### config.mk
export PLATFORM = sky130hd
export DESIGN_NAME = axi_decerr_slave
export DESIGN_NICKNAME = d
export VERILOG_FILES = /design/src/rtl/axi_lite_pkg.sv /design/src/rtl/axi_sat_counter.sv /design/src/rtl/axi_decerr_slave.sv
export SDC_FILE = /design/constraint.sdc
export NUM_CORES = 1
export LEC_CHECK = 0
export ABC_AREA = 0
export CORE_ASPECT_RATIO = 0.8
export CORE_UTILIZATION = 35
export DETAILED_ROUTE_END_ITERATION = 16
export GPL_ROUTABILITY_DRIVEN = 0
export PLACE_DENSITY = 0.79
export RECOVER_POWER = 100
export SYNTH_ARGS = -nofsm -noshare
export SYNTH_HDL_FRONTEND = slang
export SYNTH_SLANG_ARGS = --single-unit
export TNS_END_PERCENT = 10
### constraint.sdc
create_clock -name clk_i -period 2.9 [get_ports clk_i]
set_clock_uncertainty 0.15 [all_clocks]
set_input_delay 0.58 -clock clk_i [delete_from_list [all_inputs] [get_ports clk_i]]
set_output_delay 0.58 -clock clk_i [all_outputs]
set_load 0.05 [all_outputs]
### src/rtl/axi_lite_pkg.sv
// Shared AXI4-Lite crossbar types.
// Response codes and the channel FSM state encodings.
package axi_lite_pkg;

   typedef enum logic [1:0] {
      RESP_OKAY   = 2'b00,
      RESP_EXOKAY = 2'b01,
      RESP_SLVERR = 2'b10,
      RESP_DECERR = 2'b11
   } resp_t;

   typedef enum logic [1:0] {
      W_IDLE,
      W_HAS_AW,
      W_HAS_W,
      W_RESP
   } w_state_e;

   typedef enum logic {
      R_IDLE,
      R_RESP
   } r_state_e;

endpackage

### src/rtl/axi_sat_counter.sv
// Saturating up-counter, step 0/1/2.
// Synchronous clear wins over any increment.
module axi_sat_counter #(
   parameter int W = 16
) (
   input  logic         clk_i,
   input  logic         rst_ni,
   input  logic         clr_i,
   input  logic [1:0]   inc_i,
   output logic [W-1:0] count_o
);

   logic [W-1:0] cnt_q, cnt_d;
   logic [W+1:0] sum;

   // Next count: clear, else add the step and clamp at all-ones.
   always_comb begin
      sum   = {2'b00, cnt_q} + {{W{1'b0}}, inc_i};
      cnt_d = cnt_q;
      if (clr_i) begin
         cnt_d = '0;
      end else if (sum > {2'b00, {W{1'b1}}}) begin
         cnt_d = '1;
      end else begin
         cnt_d = sum[W-1:0];
      end
   end

   // Count register.
   always_ff @(posedge clk_i or negedge rst_ni) begin
      if (!rst_ni) begin
         cnt_q <= '0;
      end else begin
         cnt_q <= cnt_d;
      end
   end

   assign count_o = cnt_q;

endmodule

### src/rtl/axi_decerr_slave.sv
// Default AXI4-Lite responder: answers every access with DECERR
// and keeps a saturating error count plus the last bad address.
module axi_decerr_slave
   import axi_lite_pkg::*;
#(
   parameter int                ADDR_W     = 32,
   parameter int                DATA_W     = 32,
   parameter int                CNT_W      = 16,
   parameter logic [DATA_W-1:0] RDATA_FILL = '0
) (
   input  logic                clk_i,
   input  logic                rst_ni,
   input  logic [ADDR_W-1:0]   awaddr_i,
   input  logic                awvalid_i,
   output logic                awready_o,
   input  logic [DATA_W-1:0]   wdata_i,
   input  logic [DATA_W/8-1:0] wstrb_i,
   input  logic                wvalid_i,
   output logic                wready_o,
   output logic [1:0]          bresp_o,
   output logic                bvalid_o,
   input  logic                bready_i,
   input  logic [ADDR_W-1:0]   araddr_i,
   input  logic                arvalid_i,
   output logic                arready_o,
   output logic [DATA_W-1:0]   rdata_o,
   output logic [1:0]          rresp_o,
   output logic                rvalid_o,
   input  logic                rready_i,
   output logic [CNT_W-1:0]    err_count_o,
   output logic [ADDR_W-1:0]   last_err_addr_o,
   input  logic                clr_i
);

   w_state_e w_state_q, w_state_d;
   r_state_e r_state_q, r_state_d;
   logic [ADDR_W-1:0] last_err_addr_q, last_err_addr_d;
   logic aw_hs, w_hs, b_hs, ar_hs, r_hs;
   logic [1:0] inc;
   logic unused_wdata;

   assign unused_wdata = ^{wdata_i, wstrb_i};

   assign aw_hs = awvalid_i & awready_o;
   assign w_hs  = wvalid_i & wready_o;
   assign b_hs  = bvalid_o & bready_i;
   assign ar_hs = arvalid_i & arready_o;
   assign r_hs  = rvalid_o & rready_i;

   // Write channel: collect AW and W in any order, then hold B.
   always_comb begin
      w_state_d = w_state_q;
      awready_o = 1'b0;
      wready_o  = 1'b0;
      bvalid_o  = 1'b0;
      unique case (w_state_q)
         W_IDLE: begin
            awready_o = 1'b1;
            wready_o  = 1'b1;
            if (aw_hs && w_hs) begin
               w_state_d = W_RESP;
            end else if (aw_hs) begin
               w_state_d = W_HAS_AW;
            end else if (w_hs) begin
               w_state_d = W_HAS_W;
            end
         end
         W_HAS_AW: begin
            wready_o = 1'b1;
            if (w_hs) w_state_d = W_RESP;
         end
         W_HAS_W: begin
            awready_o = 1'b1;
            if (aw_hs) w_state_d = W_RESP;
         end
         W_RESP: begin
            bvalid_o = 1'b1;
            if (b_hs) w_state_d = W_IDLE;
         end
         default: w_state_d = W_IDLE;
      endcase
   end

   // Read channel: accept AR, then hold R until taken.
   always_comb begin
      r_state_d = r_state_q;
      arready_o = 1'b0;
      rvalid_o  = 1'b0;
      unique case (r_state_q)
         R_IDLE: begin
            arready_o = 1'b1;
            if (ar_hs) r_state_d = R_RESP;
         end
         R_RESP: begin
            rvalid_o = 1'b1;
            if (r_hs) r_state_d = R_IDLE;
         end
         default: r_state_d = R_IDLE;
      endcase
   end

   // Capture the faulting address; AR wins a same-cycle tie.
   always_comb begin
      last_err_addr_d = last_err_addr_q;
      if (clr_i) begin
         last_err_addr_d = '0;
      end else if (ar_hs) begin
         last_err_addr_d = araddr_i;
      end else if (aw_hs) begin
         last_err_addr_d = awaddr_i;
      end
   end

   // State and debug address registers.
   always_ff @(posedge clk_i or negedge rst_ni) begin
      if (!rst_ni) begin
         w_state_q       <= W_IDLE;
         r_state_q       <= R_IDLE;
         last_err_addr_q <= '0;
      end else begin
         w_state_q       <= w_state_d;
         r_state_q       <= r_state_d;
         last_err_addr_q <= last_err_addr_d;
      end
   end

   assign inc = {1'b0, b_hs} + {1'b0, r_hs};

   axi_sat_counter #(
      .W(CNT_W)
   ) u_cnt (
      .clk_i   (clk_i),
      .rst_ni  (rst_ni),
      .clr_i   (clr_i),
      .inc_i   (inc),
      .count_o (err_count_o)
   );

   assign bresp_o         = RESP_DECERR;
   assign rresp_o         = RESP_DECERR;
   assign rdata_o         = RDATA_FILL;
   assign last_err_addr_o = last_err_addr_q;

endmodule

# ---- Yosys cells after proc, flatten, opt, wreduce, memory -nomap -nowiden
# Cells that the tools add are included.
dict set report totals {
  register_bits 51
  latchBits 0
  ram_bits 0
  mem_bits_ro 0
  input_bits 108
  out_inout_bits 89
  wordCells 46
  n_memories 0
}
dict set report classes {
  n_addsub 2
  multipliers 0
  div_mod_pow 0
  n_lt_le_gt_ge 1
  eq_ne 7
  shifts 0
  mux 20
  n_bitwise 6
  reduce_logical 6
}
# op n
set ops {}
lappend ops {{$mux W32} 3}
lappend ops {{$mux W16} 2}
lappend ops {{$gt A18 B16 Y1 const B} 1}
lappend ops {{$add A16 B2 Y17} 1}
lappend ops {{$mux W2} 6}
lappend ops {{$pmux W2 S4} 1}
lappend ops {{$mux W1} 7}
lappend ops {{$ne A2 B2 Y1 const B} 3}
lappend ops {{$and A1 B1 Y1} 5}
lappend ops {{$eq A2 B2 Y1 const B} 2}
lappend ops {{$ne A4 B4 Y1 const B} 1}
lappend ops {{$reduce_and A4 Y1} 1}
lappend ops {{$reduce_or A2 Y1} 2}
lappend ops {{$reduce_bool A3 Y1} 1}
lappend ops {{$add A1 B1 Y2} 1}
lappend ops {{$eq A2 B1 Y1 const B} 1}
lappend ops {{$logic_not A2 Y1} 1}
lappend ops {{$pmux W1 S2} 1}
lappend ops {{$logic_and A1 B1 Y1} 1}
lappend ops {{$not A1 Y1} 1}

# ---- Logic depth before layout (Yosys ltp)
# Gate-level depths: netlist of the first run.
dict set report logic_depth {
  ltp_word 8
  mapped_depth 10
}

# ---- By module
# Synthesis of the first run repeated with hierarchy kept, for this count alone.
dict set report unflattened {
  hier_cells 261
  area_unflattened_um2 3075.4
}
# mod instances cells_each area_per_inst_um2 seq_area_each_um2
set by_module_without_submodules {}
lappend by_module_without_submodules {axi_decerr_slave 1 177 2194.6 875.8}
lappend by_module_without_submodules {axi_sat_counter 1 84 880.8 400.4}

# ---- Worst setup path after synthesis of the first run
# No wires, ideal clock.
dict set report synth_path {
  path_type {register to register}
  startpoint {reg w_state_q[0]}
  endpoint {reg u_cnt.cnt_q[11] (netlist: u_cnt.count_o[11])}
  setup_ns 0.078
  arrival_time_ns 2.432
  path_slack_ns 0.240
  stages_incl_launch_ff 11
  path_cell_list {dfrtp_1 > ha_1 > nand2_1 > fa_1 > inv_1 > ha_1 > nand3_1 > nor2_2 > nand3_1 > buf_2 > a21oi_1}
}
dict set report synth_between {
  elab_chain_cells 8
}
# element line_no
set synth_rtl {}
lappend synth_rtl {{from (decl)} axi_decerr_slave.sv:35} ;# w_state_e w_state_q, w_state_d;
lappend synth_rtl {{from (signal assigned)} axi_decerr_slave.sv:121} ;# w_state_q <= w_state_d;
lappend synth_rtl {{$eq A2 B2 Y1 (*)} axi_decerr_slave.sv:56} ;# unique case (w_state_q)
lappend synth_rtl {{$mux W1 (*)} axi_decerr_slave.sv:56}
lappend synth_rtl {{named net bvalid_o} axi_decerr_slave.sv:21} ;# output logic bvalid_o,
lappend synth_rtl {{$and A1 B1 Y1 (*)} axi_decerr_slave.sv:46} ;# assign b_hs = bvalid_o & bready_i;
lappend synth_rtl {{$add A1 B1 Y2 (*)} axi_decerr_slave.sv:127} ;# assign inc = {1'b0, b_hs} + {1'b0, r_hs};
lappend synth_rtl {{$add A16 B2 Y17 (*)} axi_sat_counter.sv:18} ;# sum = {2'b00, cnt_q} + {{W{1'b0}}, inc_i};
lappend synth_rtl {{$gt A18 B16 Y1} axi_sat_counter.sv:22} ;# end else if (sum > {2'b00, {W{1'b1}}}) begin
lappend synth_rtl {{$mux W16 (*)} axi_sat_counter.sv:22}
lappend synth_rtl {{$mux W16 (*)} axi_sat_counter.sv:20} ;# if (clr_i) begin
lappend synth_rtl {{named net u_cnt.cnt_d[11]} axi_sat_counter.sv:13} ;# logic [W-1:0] cnt_q, cnt_d;
lappend synth_rtl {{to (signal assigned)} axi_sat_counter.sv:34} ;# cnt_q <= cnt_d;
lappend synth_rtl {{to (decl)} axi_sat_counter.sv:13}
# Mark *: on every way through the listed nets, which the timed path passes. The rest lies on a longest branch.
# A chain may end at the register's enable or synchronous reset.

# ---- Worst setup path in the final report of the first run
dict set report layout_path {
  startpoint {reg w_state_q[0]}
  endpoint {out wready_o}
}
dict set report layout_between {
  elab_chain_cells 3
  elab_cells_between_ends 4
  cone_classes {eq/ne: 1; mux: 1; reduce/logical: 2}
}
# element line_no
set layout_rtl {}
lappend layout_rtl {{$eq A2 B1 Y1 or $logic_not A2 Y1 (tied branches)} axi_decerr_slave.sv:56}
lappend layout_rtl {{$reduce_or A2 Y1 (no line) (*)} n/a}
lappend layout_rtl {{$mux W1 (*)} axi_decerr_slave.sv:56}
lappend layout_rtl {{to (decl)} axi_decerr_slave.sv:19} ;# output logic wready_o,
# Mark *: on every way between the ends. The rest lies on a longest branch, timed or not.

==> metrics, run 1 <==
routed len/inst=about 14 microns; Num CTS Buffers=5; Final Util=a little over half; TritonCTS clock tree=yes; total negative slack=0 ns; die area=8763 sq um; Lkg Pwr=0.002014 uW; commonest cells in the netlist=dfrtp_1 (51), nand2_1 (38), buf_4 (36); period utilization=96.21%; CP peak stage delay=0.70 ns; Synth area leader=dfrtp_1; Synth top area share=between 40% and 50%; Max Cap Violations=0; final net count=522; gr ovfl total=0; hpwl dp=5442 microns; Cell variety after synth=43; share of layout cells above drive strength 1=4.890%; post-synthesis sequential area ratio=43.46%; GRT Overall Usage=between 10% and 20%; final WL=approximately 7000 microns; DRC Markers=0; Final Hold Fails=0; vias per inst=4.578; Area Growth Syn to Fin=43.46%; fmax=358.4 MHz; Die Y=83.93 microns; drt pass-1 iters=4; dpl cells=around 510; CP cell instances=inv_1 -> ha_1 -> or2_2 -> clkdlybuf4s50_1; worst min-delay path class=register to register; fillers=754; Rel. slew slack=10.21%; FF+latch count, synth=51; Post-synth EDFFs=0; Setup crit start kind=register; initial antenna violation count=0; via count of the first global-routing pass=2435; # clock sinks=a little over 50; CTS root buffer=clkbuf_8; Post-Layout Cell Count=517; VDD IR-drop max=582.0 uV; ys async rst share=100.0%; synthesized area=2937 sq um; Post-Syn Instances=between 200 and 300; synth top area cells=dfrtp_1 (43%), mux2i_1 (11%), buf_4 (9.2%), o31ai_1 (8.2%), nand2_1 (4.9%); Worst Max-Slew Pin Slew=1.347 ns; count leader, synth=dfrtp_1; worst skew pair latency=0.30 ns; final max-slew violation count=0; YS warnings=0; RSZ-0062 raised after global routing=false; Die Width=104.4 microns; CTS H-tree depth=2; antenna fix cells=0; minimum clock period=2.790 ns; Crit path required time=2.17 ns; CP Capture Type=output pin; Core Area=roughly 8000 sq um; largest net degree at the start of global routing=57; Clock transition at path regs=0.10 ns; slowest library cell on the worst path=clkdlybuf4s50_1; critical path class=register to output pin; global-route wire length before repair=11820 microns; Max clock buf depth=2; IO Count=197; initial core utilization=36.62%; status=complete, no violations; worst path arrival time=a little over 2 ns; Final setup viols=0; vias after detailed routing=about 2400; post-synthesis average cell area=approximately 10 sq um; PortBufs=124; antenna viol nets, final=0; top_reg_cell synth=dfrtp_1; FP Rows=29; power density over the cells=roughly 650 nW/um^2; CP Max Fanout=6; initial DRC count=58
flip-flops by register name, summed over array words and instances, names as in the netlist:
register,cells
last_err_addr_o,32
u_cnt.count_o,16
w_state_q,2
r_state_q,1
routing by layer:
metal	GRT usage, %	vias up	part of all wire (%)
li1	-	1172	-
met1	20.93	1106	44
met2	28.96	85	48
met3	3.903	4	6.3
met4	4.805	0	1.0
met5	0	-	0
placed cells by master, fill, tap and decap left out, drive strengths merged, types with 2 or more instances in the layout:
cell type	instances
clkinv	2
dfrtp	51
o31ai	32
ha	5
a31oi	3
clkbuf	11
nand4	2
bufinv	2
nand3	4
or2	2
inv	9
nor2	6
xnor2	8
dlygate4sd3	52
nand2	39
buf	4
a21oi	13
conb	36
a211oi	2
mux2i	33
o21ai	2
xor2	2
and3	2
clkdlybuf4s50	69
nor3	5
cells by family (layout without fill, tap and decap cells):
family,after synthesis,count (layout),share of synthesized area [%]
simple gates,65,65,10.65
buf+inv,62,150,14.44
compound gates,57,57,13.76
flops,51,51,43.46
mux,34,34,11.63
xor+xnor,10,10,2.983
fa+ha+maj,6,6,2.812
other cells,2,36,0.2557
report_power, final:
part / switching (uW) / internal (uW) / total [uW]
clock: 241 / 344 / 585
combinational: 873 / 412 / 1280
sequential: 60.4 / 818 / 879
stage by stage:
stage	area, sq um	hold slack [ns]	worst slack [ns]	power (uW)
4_1_cts	4263	0.1421	0.09456	2862
3_5_place_dp	4126	0.3160	0.04823	2267
3_3_place_gp	4126	0.3098	0.05698	2237
6_report	4213	0.3259	0.1098	2749
2_1_floorplan	3064	0.1344	0.2396	1871
5_1_grt	4213	0.3541	0.04292	2895
final cells by class:
type,count,area (sq um),area share (%)
clock buffer,5,68.82,1.634
multi-input combinational,208,1345,31.93
timing repair buffer,131,1277,30.32
inverter,11,42.54,1.010
clock inverter,3,67.56,1.604
sequential,51,1276,30.29
tap,108,135.1,3.208
worst max-delay path: cells and delay by family, from the launching register on:
kind	cells	cell delay [ns]
and+or+nand+nor	1	0.31
buffers and inverters	2	0.78
DFF	1	0.40
adders and majority gates	1	0.26
worst paths after layout:
| kind | from | slack [ns] | cells past startpoint | to |
|---|---|---|---|---|
| min in group asynchronous | rst_ni | 0.41 | 1 | u_cnt.count_o[15] |
| max reg2reg | w_state_q[0] | 0.35 | 7 | last_err_addr_o[2] |
| max in group asynchronous | rst_ni | 0.86 | 2 | last_err_addr_o[29] |
| min reg2reg | last_err_addr_o[17] | 0.33 | 2 | last_err_addr_o[17] |
| min | last_err_addr_o[17] | 0.33 | 2 | last_err_addr_o[17] |
| max | w_state_q[0] | 0.11 | 4 | wready_o |
what timing repair did:
item | 4_1_cts | 5_1_grt
hold buffers | 0 | 0
buffers inserted | 0 | 0
resized for setup | 0 | 1
setup endpoints to repair | 0 | 1
endpoints found under the hold margin | 0 | 0
No activity file was read; power rests on OpenSTA's default activity.
==> run 2, diff against run 1 <==
--- a/constraint.sdc
+++ b/constraint.sdc
@@ -3,3 +3,3 @@
 set_input_delay 0.58 -clock clk_i [delete_from_list [all_inputs] [get_ports clk_i]]
 set_output_delay 0.58 -clock clk_i [all_outputs]
-set_load 0.05 [all_outputs]
+set_load 0.02 [all_outputs]
==> run 2 against run 1 <==
Compared with the run above:
- final cell count unchanged
- clock power about the same
- global-route usage unchanged
- critical endpoint is now awready_o
- largest cell class unchanged
- largest power group unchanged
- sequential share of layout area decreased by 0.11 points
- routed wire length rose by 0.20%
- combinational power down 25%
- first-iteration DRC count is 64% higher
==> metrics, run 2 (synthesized netlist as in run 1, its figures left out) <==
TritonCTS clock tree=yes; antenna viol nets, final=0 (unchanged); Worst Max-Slew Pin Slew=1.347 ns (-0.0002727 ns); routed len/inst=13.71 microns (+0.20%); slowest library cell on the worst path=dlygate4sd3_1; gr ovfl total=0 (unchanged); worst min-delay path class=register to register; via count of the first global-routing pass=2435 (unchanged); Hold Slack=0.3264 ns (+0.0004800 ns); max FFs per register=32 (unchanged); antenna fix cells=0 (unchanged); worst skew pair latency=0.30 ns (about the same); Lkg Pwr=0.002024 uW (+0.51%); CP peak stage delay=0.65 ns (-0.05 ns); IO Count=197 (unchanged); share of layout cells above drive strength 1=5.379% (+0.49 points); CP Max Fanout=6 (unchanged); critical path class=register to output pin; final WL=7089 microns (+0.20%); Setup crit start kind=register; initial DRC count=95 (+64%); Resized Gates After CTS=0 (unchanged); Die Width=104.4 microns (unchanged); power density over the cells=573.3 nW/um^2 (-12%); status=complete, no violations; Max Cap Violations=0 (unchanged); total negative slack=0 ns (unchanged); Crit path required time=2.17 ns (about the same); crit-path leading delay family=buffers and inverters; VDD IR-drop max=446.1 uV (-23%); PortBufs=124 (unchanged); CP bufs+invs=2 (unchanged); Rel. slew slack=10.23% (+0.018 points); most common cell after layout, fill and taps aside=clkdlybuf4s50_1; fmax=368.4 MHz (+2.8%); Max clock buf depth=2 (unchanged); vias per inst=4.632 (+1.2%); DRC Markers=0 (unchanged); worst path arrival time=1.98 ns (-0.08 ns); Post-CTS Setup Inserts=0 (unchanged); RSZ-0062 raised after global routing=false; final net count=522 (unchanged); final max-slew violation count=0 (unchanged); drt pass-1 iters=4 (unchanged); most frequent cells in the layout=clkdlybuf4s50_1 (69), dlygate4sd3_1 (53), dfrtp_1 (51); Die Y=83.93 microns (unchanged); GRT Overall Usage=16.80% (unchanged); Core Area=8019 sq um (unchanged); largest net degree at the start of global routing=57 (unchanged); minimum clock period=2.714 ns (-0.07584 ns); Final Hold Fails=0 (unchanged); Num CTS Buffers=5 (unchanged); Clock transition at path regs=0.10 ns (about the same); Final setup viols=0 (unchanged); CTS H-tree depth=2 (unchanged); Area Growth Syn to Fin=43.97%; global-route wire length before repair=11820 microns (unchanged); period utilization=93.60% (-2.6 points); die area=8763 sq um (unchanged); CP Capture Type=output pin; CP cell instances=inv_1 -> ha_1 -> or2_4 -> dlygate4sd3_1; CTS Hold Bufs=0 (unchanged); # clock sinks=51 (unchanged); vias after detailed routing=2395 (+1.2%); initial core utilization=36.62% (unchanged); hpwl dp=5442 microns (unchanged); FP Rows=29 (unchanged); initial antenna violation count=0 (unchanged); CTS root buffer=clkbuf_8
[run 2: cell types whose count changed in the layout (fill, tap and decap cells not counted), sizes merged]
cell	delta
clkbuf	-3
dlygate4sd3	+1
buf	+2
[run 2: where the power goes]
| group | total [uW] | internal (uW) | switching, uW |
|---|---|---|---|
| clock network | 586 | 344 | 242 |
| registers | 879 | 818 | 60.2 |
| logic | 959 | 433 | 526 |
[run 2: worst paths after layout]
path                                     start  cells past startpoint                  end  slack, ns
max                               w_state_q[0]                      4            awready_o       0.19
min                        last_err_addr_o[17]                      2  last_err_addr_o[17]       0.33
max reg2reg                       w_state_q[0]                      7   last_err_addr_o[2]       0.38
min reg2reg                last_err_addr_o[17]                      2  last_err_addr_o[17]       0.33
max in group asynchronous               rst_ni                      2  last_err_addr_o[29]       0.86
min in group asynchronous               rst_ni                      1    u_cnt.count_o[15]       0.41
[run 2: cell type report]
class	count	area, sq um
Clock buffer	5	68.82
Clock inverter	3	67.56
Fill cell	753	3791
Inverter	11	42.54
Multi-Input combinational cell	208	1348
Sequential cell	51	1276
Tap cell	108	135.1
Timing Repair Buffer	131	1290
[run 2: through the flow]
| stage | utilization, % | cell area, sq um | total power (uW) | std cells | setup WS, ns |
|---|---|---|---|---|---|
| floorplan | - | 3064 | 1524 | 321 | 0.5037 |
| global placement | 51.46 | 4126 | 1890 | 509 | 0.05698 |
| detailed placement | 51.46 | 4126 | 1921 | 509 | 0.04823 |
| CTS | 53.16 | 4263 | 2516 | 517 | 0.2574 |
| global route | 52.72 | 4228 | 2570 | 517 | 0.1081 |
| finish | 52.72 | 4228 | 2424 | 517 | 0.1857 |
[run 2: routing by layer]
metal,up-vias,wire [microns],global-route usage (%)
li1,1173,-,-
met1,1127,3119,20.93
met2,91,3442,28.96
met3,4,454,3.903
met4,0,73,4.805
met5,-,0,0
[run 2: worst register-to-register path: stages (launching register included)]
cell	delay, ns
dfrtp_1	0.40
inv_1	0.08
ha_1	0.26
or2_4	0.28
a221oi_2	0.73
buf_12	0.33
nand2_1	0.10
o31ai_1	0.08
